File: config.mk
export PLATFORM = sky130hd
export DESIGN_NAME = at_req_fifo
export DESIGN_NICKNAME = d
export VERILOG_FILES = /design/src/rtl/at_req_fifo.sv
export SDC_FILE = /design/constraint.sdc
export NUM_CORES = 1
export LEC_CHECK = 0
export ABC_AREA = 0
export CORE_MARGIN = 1.5
export CORE_UTILIZATION = 40
export CTS_BUF_LIST = sky130_fd_sc_hd__clkbuf_4
export DETAILED_ROUTE_END_ITERATION = 16
export GPL_ROUTABILITY_DRIVEN = 0
export PLACE_DENSITY_LB_ADDON = 0.05
export SLEW_MARGIN = 15
export SYNTH_ARGS = -nofsm -noshare
export SYNTH_HDL_FRONTEND = slang
export SYNTH_SLANG_ARGS = --single-unit
export TNS_END_PERCENT = 10
File: constraint.sdc
create_clock -name clk -period 5.7 [get_ports clk]
set_clock_uncertainty 0.15 [all_clocks]
set_input_delay 1.425 -clock clk [delete_from_list [all_inputs] [get_ports clk]]
set_output_delay 1.425 -clock clk [all_outputs]
set_load 0.05 [all_outputs]
File: src/rtl/at_req_fifo.sv
// Request FIFO feeding the negedge-capture latch stage: valid/ready in, one
// posedge-registered enable/data strobe out per take, with occupancy and flush.
module at_req_fifo #(
  parameter int WIDTH = 8,
  parameter int DEPTH = 4,
  parameter int PTR_W = 2
) (
  input  logic             clk,
  input  logic             reset_l,
  input  logic             in_valid,
  output logic             in_ready,
  input  logic [WIDTH-1:0] in_data,
  input  logic             flush,
  input  logic             out_take,
  output logic             out_e,
  output logic [WIDTH-1:0] out_d,
  output logic [PTR_W:0]   count,
  output logic             empty,
  output logic             full
);

  localparam logic [PTR_W:0] FULL_CNT = (PTR_W + 1)'(DEPTH);

  logic [WIDTH-1:0] mem_r [DEPTH];
  logic [PTR_W-1:0] wr_ptr_r;
  logic [PTR_W-1:0] rd_ptr_r;
  logic             push_s;
  logic             pop_s;

  assign empty    = (count == {(PTR_W + 1){1'b0}});
  assign full     = (count == FULL_CNT);
  assign in_ready = reset_l & ~full;
  assign push_s   = in_valid & in_ready & ~flush;
  assign pop_s    = out_take & ~empty & ~flush;

  // Storage is not reset; only entries between the pointers are ever read.
  always_ff @(posedge clk) begin
    if (push_s) begin
      mem_r[wr_ptr_r] <= in_data;
    end
  end

  // Pointers, occupancy and the single-cycle output strobe.
  always_ff @(posedge clk) begin
    if (!reset_l) begin
      wr_ptr_r <= {PTR_W{1'b0}};
      rd_ptr_r <= {PTR_W{1'b0}};
      count    <= {(PTR_W + 1){1'b0}};
      out_e    <= 1'b0;
      out_d    <= {WIDTH{1'b0}};
    end else if (flush) begin
      wr_ptr_r <= {PTR_W{1'b0}};
      rd_ptr_r <= {PTR_W{1'b0}};
      count    <= {(PTR_W + 1){1'b0}};
      out_e    <= 1'b0;
    end else begin
      if (push_s) begin
        wr_ptr_r <= wr_ptr_r + {{(PTR_W - 1){1'b0}}, 1'b1};
      end
      // A pop never reads the slot being written: that needs count == 0.
      if (pop_s) begin
        out_d    <= mem_r[rd_ptr_r];
        out_e    <= 1'b1;
        rd_ptr_r <= rd_ptr_r + {{(PTR_W - 1){1'b0}}, 1'b1};
      end else begin
        out_e    <= 1'b0;
      end
      case ({push_s, pop_s})
        2'b10:   count <= count + {{PTR_W{1'b0}}, 1'b1};
        2'b01:   count <= count - {{PTR_W{1'b0}}, 1'b1};
        default: count <= count;
      endcase
    end
  end

endmodule
==> results.yml, run 1 <==
clocking:
  cts_tree: "done"
  clk_latency_ns: 0.35
  cts_buffers: 5
  post_cts_buffers: 0
  path_clk_slew_ns: 0.14
  cts_resized: 0
  htreeDepth: 2
  cts-root-buf: "clkbuf_4"
  clk_path_buf_depth: 2
  cts_hold_buffers: 0
  clock-sinks: 48
yosys:
  yosys.area.top_type_share_pct: 50.1
  synth_top_cell_by_area: "edfxtp_1"
  syn_avg_cell_area_um2: 15.2
  yosysUniqueCellTypes: 29
  ys.flop_type: "edfxtp_1"
  yosysSeqAreaShare_pct: 66.8
  synth_edf_count: 32
  syn_area_um2: 1920
  synth.area.top_cells: "edfxtp_1, dfxtp_1, mux4_2, o2bb2ai_1, ha_1"
  ys_async_sr_fraction_pct: 0
  netlist_instances: 126
  netlist_top_cells_count: "edfxtp_1, dfxtp_1"
  ys_ff_latch: 48
  yosysWarnings: 0
  synth_most_common_cell: "edfxtp_1"
  synth_nets: 145
detailed_routing:
  wl_per_cell_um: 16.0
  ant_nets: 0
  wl_um: 3360
  dr.pass1.iters: 4
  drt_iter0_markers: 75
  viasPerCell: 5.00
  remaining_drc_errors: 0
  via_count: 1049
worst_setup_path:
  max_stage_delay_ns: 0.80
  r2r_end: "count[2]"
  crit_required_ns: 4.12
  r2r_slack_ns: 2.90
  cp_common_cell: "clkdlybuf4s50_1"
  ff2ff_path_depth: 9
  cp.arrival_ns: 3.14
  setup.worst_path.end_class: "output port"
  crit_type: "input pin to output port"
  rr_startpoint: "count[2]"
  cp_slowest_cell: "clkdlybuf4s50_1"
  worst_setup_path_start_kind: "input pin"
  crit_fanout: 11
  cp_cell_sequence: "clkdlybuf4s50_1, and2b_2, clkdlybuf4s50_1"
placement:
  postPlaceCellArea_um2: 2230
  numPortBuffers: 27
  dp_hpwl_um: 2300
die:
  die_x_um: 72.2
  num_rows: 25
  dieArea_um2: 5220
  ioPinCount: 28
  start_util_pct: 41.2
  core_um2: 4660
  fp.dieH_um: 72.2
timing:
  period_share_pct: 82.6
  setup_violations: 0
  slew_headroom_pct: 56.9
  holdWs_ns: 0.321
  fin_setup_tns_ns: 0
  worstMarginPinSlew_ns: 0.645
  finalCriticalPeriod_ns: 4.71
  hold_viol: 0
  rsz0062_at_grt: "false"
  max_freq_mhz: 212
  slew_viol_final: 0
job:
  drv_cap: 0
hold_path:
  hold_depth: 2
  hold_path_startpoint: "out_d[5]"
  hold_path.class: "register to register"
  holdPathEnd: "out_d[5]"
power_and_ir_drop:
  pwr-share-comb_pct: 5.5
  power_density_nw_per_um2: 246
  p_leak_uw: 0.000719
  share_seq_of_total_power_pct: 66.8
  switching_share_pct: 21.6
  power_frac_clock_pct: 27.6
  p_switching_uw: 122
  vdd_drop_max_v: 0.000157
  p_int_uw: 440
grt:
  grt_usage_pct: 14.5
  grt_max_degree: 15
  grt_pass1_vias: 1077
  grt_pass1_wl_um: 5510
  gr-total-overflow: 0
  antenna_found_initial: 0
layout:
  antennaDiodeCount: 0
  layout.nets: 174
  finalInstanceArea_um2: 2280
  drive_gt1_share_pct: 15.4
  area.growth.synth_to_final_pct: 19.1
outcome:
  status: "completed"
-- power by group through the flow --
stage	Sequential (uW)	Clock (uW)	Combinational (uW)
3_3_place_gp	383	0	30.5
5_1_grt	376	176	34.1
3_5_place_dp	384	0	31.5
4_1_cts	376	162	31.6
2_1_floorplan	385	0	13.3
6_report	376	155	31.1
-- through the flow --
step	instances	util [%]	total power [uW]	setup WS [ns]
floorplan	126	-	399	1.58
global placement	202	47.8	414	1.01
detailed placement	202	47.8	415	0.989
CTS	210	49.0	569	0.982
global route	210	49.0	587	0.926
finish	210	49.0	562	0.990
-- worst max path at each step --
| stage | startpoint | to | slack [ns] | depth (start not counted) |
|---|---|---|---|---|
| 6_report | reset_l | in_ready | 0.99 | 3 |
| 5_1_grt | reset_l | in_ready | 0.93 | 3 |
| 4_1_cts | reset_l | in_ready | 0.98 | 3 |
| 3_5_place_dp | reset_l | in_ready | 0.99 | 3 |
| 3_3_place_gp | reset_l | in_ready | 1.01 | 3 |
| 2_1_floorplan | count[2] | in_ready | 1.58 | 2 |
-- area by class of cell --
class	count	area, um^2
multi-input combinational	64	576
clock buffer	6	45.0
clock inverter	2	11.3
inverter	9	33.8
fill	414	2380
sequential	48	1280
timing repair buffer	27	270
tap	54	67.6
-- sequential cells by signal (all words and copies together) (netlist names) --
name and flops:
count 3, out_e 1, wr_ptr_r 2, out_d 8, mem_r 32, rd_ptr_r 2
-- critical path, delay by kind of cell --
family                 cells  cell delay (ns)
buffers and inverters      2             1.50
AND/OR/NAND/NOR            1             0.21
-- layer usage --
layer / vias to the layer above / part of all wire (%) / track usage [%]
li1: 524 / - / -
met1: 497 / 48 / 19.6
met2: 23 / 47 / 22.7
met3: 5 / 3.6 / 4.17
met4: 0 / 1.7 / 5.03
met5: - / 0 / 0
-- cell usage in the layout (no fill, tap or decap), types with 2 or more instances in the layout --
| cell type | instances |
|---|---|
| edfxtp_1 | 32 |
| clkdlybuf4s50_1 | 27 |
| dfxtp_1 | 16 |
| inv_1 | 8 |
| mux4_2 | 8 |
| nand2_1 | 8 |
| o2bb2ai_1 | 8 |
| a21oi_1 | 6 |
| clkbuf_4 | 6 |
| ha_1 | 5 |
| nor2_1 | 4 |
| and2_2 | 4 |
| o21ai_0 | 4 |
| nand2b_1 | 2 |
| xor2_1 | 2 |
| or3_2 | 2 |
-- cell families (layout without fill, tap and decap cells) --
kind of cell | after synthesis | after routing | share of synthesized area (%)
AOI/OAI and AO/OA | 19 | 19 | 6.65
xor gates and xnor gates | 2 | 2 | 0.913
adders and majority gates | 6 | 6 | 4.31
buffers and inverters | 14 | 44 | 3.20
DFF | 48 | 48 | 66.8
muxes | 8 | 8 | 9.39
and+or+nand+nor | 29 | 29 | 8.74
No activity file was read; power rests on OpenSTA's default activity.
==> run 2, diff against run 1 <==
==> constraint.sdc (replaced) <==
create_clock -name clk -period 4.6 [get_ports clk]
set_clock_uncertainty 0.15 [all_clocks]
set_input_delay 1.15 -clock clk [delete_from_list [all_inputs] [get_ports clk]]
set_output_delay 1.15 -clock clk [all_outputs]
set_load 0.05 [all_outputs]
==> run 2 against run 1 <==
Net effect: sequential share of layout area is 0.40 points lower; setup slack worse by 0.28 ns; global-route usage is 0.15 points higher; cell area is 0.71% higher; combinational power is 28% higher; utilization is 0.35 points higher.
==> results.yml, run 2 (synthesis results as in run 1) <==
detailed_routing:
  via_count: 1082
  wl_per_cell_um: 16.0
  wl_um: 3390
  dr.pass1.iters: 4
  remaining_drc_errors: 0
  viasPerCell: 5.10
  ant_nets: 0
  drt_iter0_markers: 47
grt:
  gr-total-overflow: 0
  grt_pass1_wl_um: 5490
  grt_usage_pct: 14.7
  antenna_found_initial: 0
  grt_max_degree: 16
  grt_pass1_vias: 1084
clocking:
  htreeDepth: 2
  cts_buffers: 5
  clk_path_buf_depth: 2
  clock-sinks: 48
  post_cts_buffers: 0
  cts_hold_buffers: 0
  cts_resized: 0
  clk_latency_ns: 0.36
  path_clk_slew_ns: 0.13
  cts-root-buf: "clkbuf_4"
  cts_tree: "done"
die:
  dieArea_um2: 5220
  start_util_pct: 41.2
  num_rows: 25
  ioPinCount: 28
  core_um2: 4660
  fp.dieH_um: 72.2
  die_x_um: 72.2
worst_setup_path:
  crit_fanout: 2
  cp_common_cell: "clkdlybuf4s50_1"
  worst_setup_path_start_kind: "input pin"
  setup.worst_path.end_class: "output port"
  max_stage_delay_ns: 0.80
  ff2ff_path_depth: 9
  worstSetupStartpoint: "reset_l"
  cp_slowest_cell: "clkdlybuf4s50_1"
  cp-endpoint: "in_ready"
  r2r_end: "count[2]"
  crit_required_ns: 3.30
  cp_cell_sequence: "clkdlybuf4s50_1, and2b_2, clkdlybuf4s50_1"
  r2r_slack_ns: 1.77
  crit_type: "input pin to output port"
  cp.arrival_ns: 2.59
  rr_startpoint: "count[2]"
layout:
  fin_util_pct: 49.4
  fillCellCount: 424
  reg_top3: "mem_r: 32 flops, out_d: 8 flops, count: 3 flops"
  area.growth.synth_to_final_pct: 20.0
  multiInputGateArea_um2: 576
  antennaDiodeCount: 0
  largest_reg_flops: 32
  layout_commonest_cell: "edfxtp_1"
  regMostFlops: "mem_r"
  seq_area_um2: 1280
  drive_gt1_share_pct: 17.1
  layout.nets: 176
  layout_common_cells: "edfxtp_1, clkdlybuf4s50_1, dfxtp_1"
timing:
  fin_setup_tns_ns: 0
  slew_headroom_pct: 55.1
  worstMarginPinSlew_ns: 0.672
  setup_violations: 0
  max_freq_mhz: 257
  hold_viol: 0
  finalCriticalPeriod_ns: 3.89
  period_share_pct: 84.7
  slew_viol_final: 0
  rsz0062_at_grt: "false"
power_and_ir_drop:
  p_int_uw: 547
  power_density_nw_per_um2: 305
  switching_share_pct: 22.1
  p_leak_uw: 0.000732
  power_frac_clock_pct: 28.1
  pwr-share-comb_pct: 5.6
  share_seq_of_total_power_pct: 66.3
  p_switching_uw: 155
  vdd_drop_max_v: 0.000134
placement:
  dp_hpwl_um: 2290
  numPortBuffers: 27
hold_path:
  hold_depth: 2
  hold_path.class: "register to register"
job:
  drv_cap: 0
outcome:
  status: "completed"
## run 2: worst max-delay path: cells and delay by family
| family | cells | cell delay (ns) |
|---|---|---|
| buffers and inverters | 2 | 1.30 |
| and+or+nand+nor | 1 | 0.15 |
## run 2: routing by layer
metal,share of wire [%],global-route usage [%],up-vias
met5,0,0,-
met4,1.9,6.92,0
met3,4.5,3.61,8
met2,48,22.8,25
met1,46,19.6,518
li1,-,-,531
## run 2: stage by stage
step | setup WS [ns] | area [um^2] | total power, uW | instances | hold slack, ns
global placement | 0.701 | 2240 | 514 | 204 | 0.300
finish | 0.706 | 2300 | 703 | 212 | 0.316
detailed placement | 0.701 | 2240 | 515 | 204 | 0.304
global route | 0.666 | 2300 | 728 | 212 | 0.339
floorplan | 0.686 | 1920 | 494 | 126 | 0.337
CTS | 0.696 | 2300 | 709 | 212 | 0.322
## run 2: power groups by stage
| stage | sequential (uW) | clock, uW | combinational (uW) |
|---|---|---|---|
| after floorplan | 478 | 0 | 16.5 |
| after global placement | 475 | 0 | 38.6 |
| after detailed placement | 475 | 0 | 40.0 |
| after CTS | 466 | 203 | 40.1 |
| after global routing | 466 | 218 | 43.3 |
| final | 466 | 197 | 39.7 |
## run 2: area by class of cell
class,instances,share of cell area [%]
clock buffers,6,1.96
clock inverters,2,0.544
inverters,9,1.47
multi-input cells,64,25.0
flip-flops and latches,48,55.7
well taps,54,2.94
repair buffers,29,12.4
## run 2: worst min-delay path by stage
stage,from,endpoint,slack (ns)
after floorplan,wr_ptr_r[1],wr_ptr_r[1],0.34
after global placement,out_d[1],out_d[1],0.30
after detailed placement,out_d[5],out_d[5],0.30
after CTS,out_d[5],out_d[5],0.32
after global routing,out_d[5],out_d[5],0.34
final,out_d[4],out_d[4],0.32
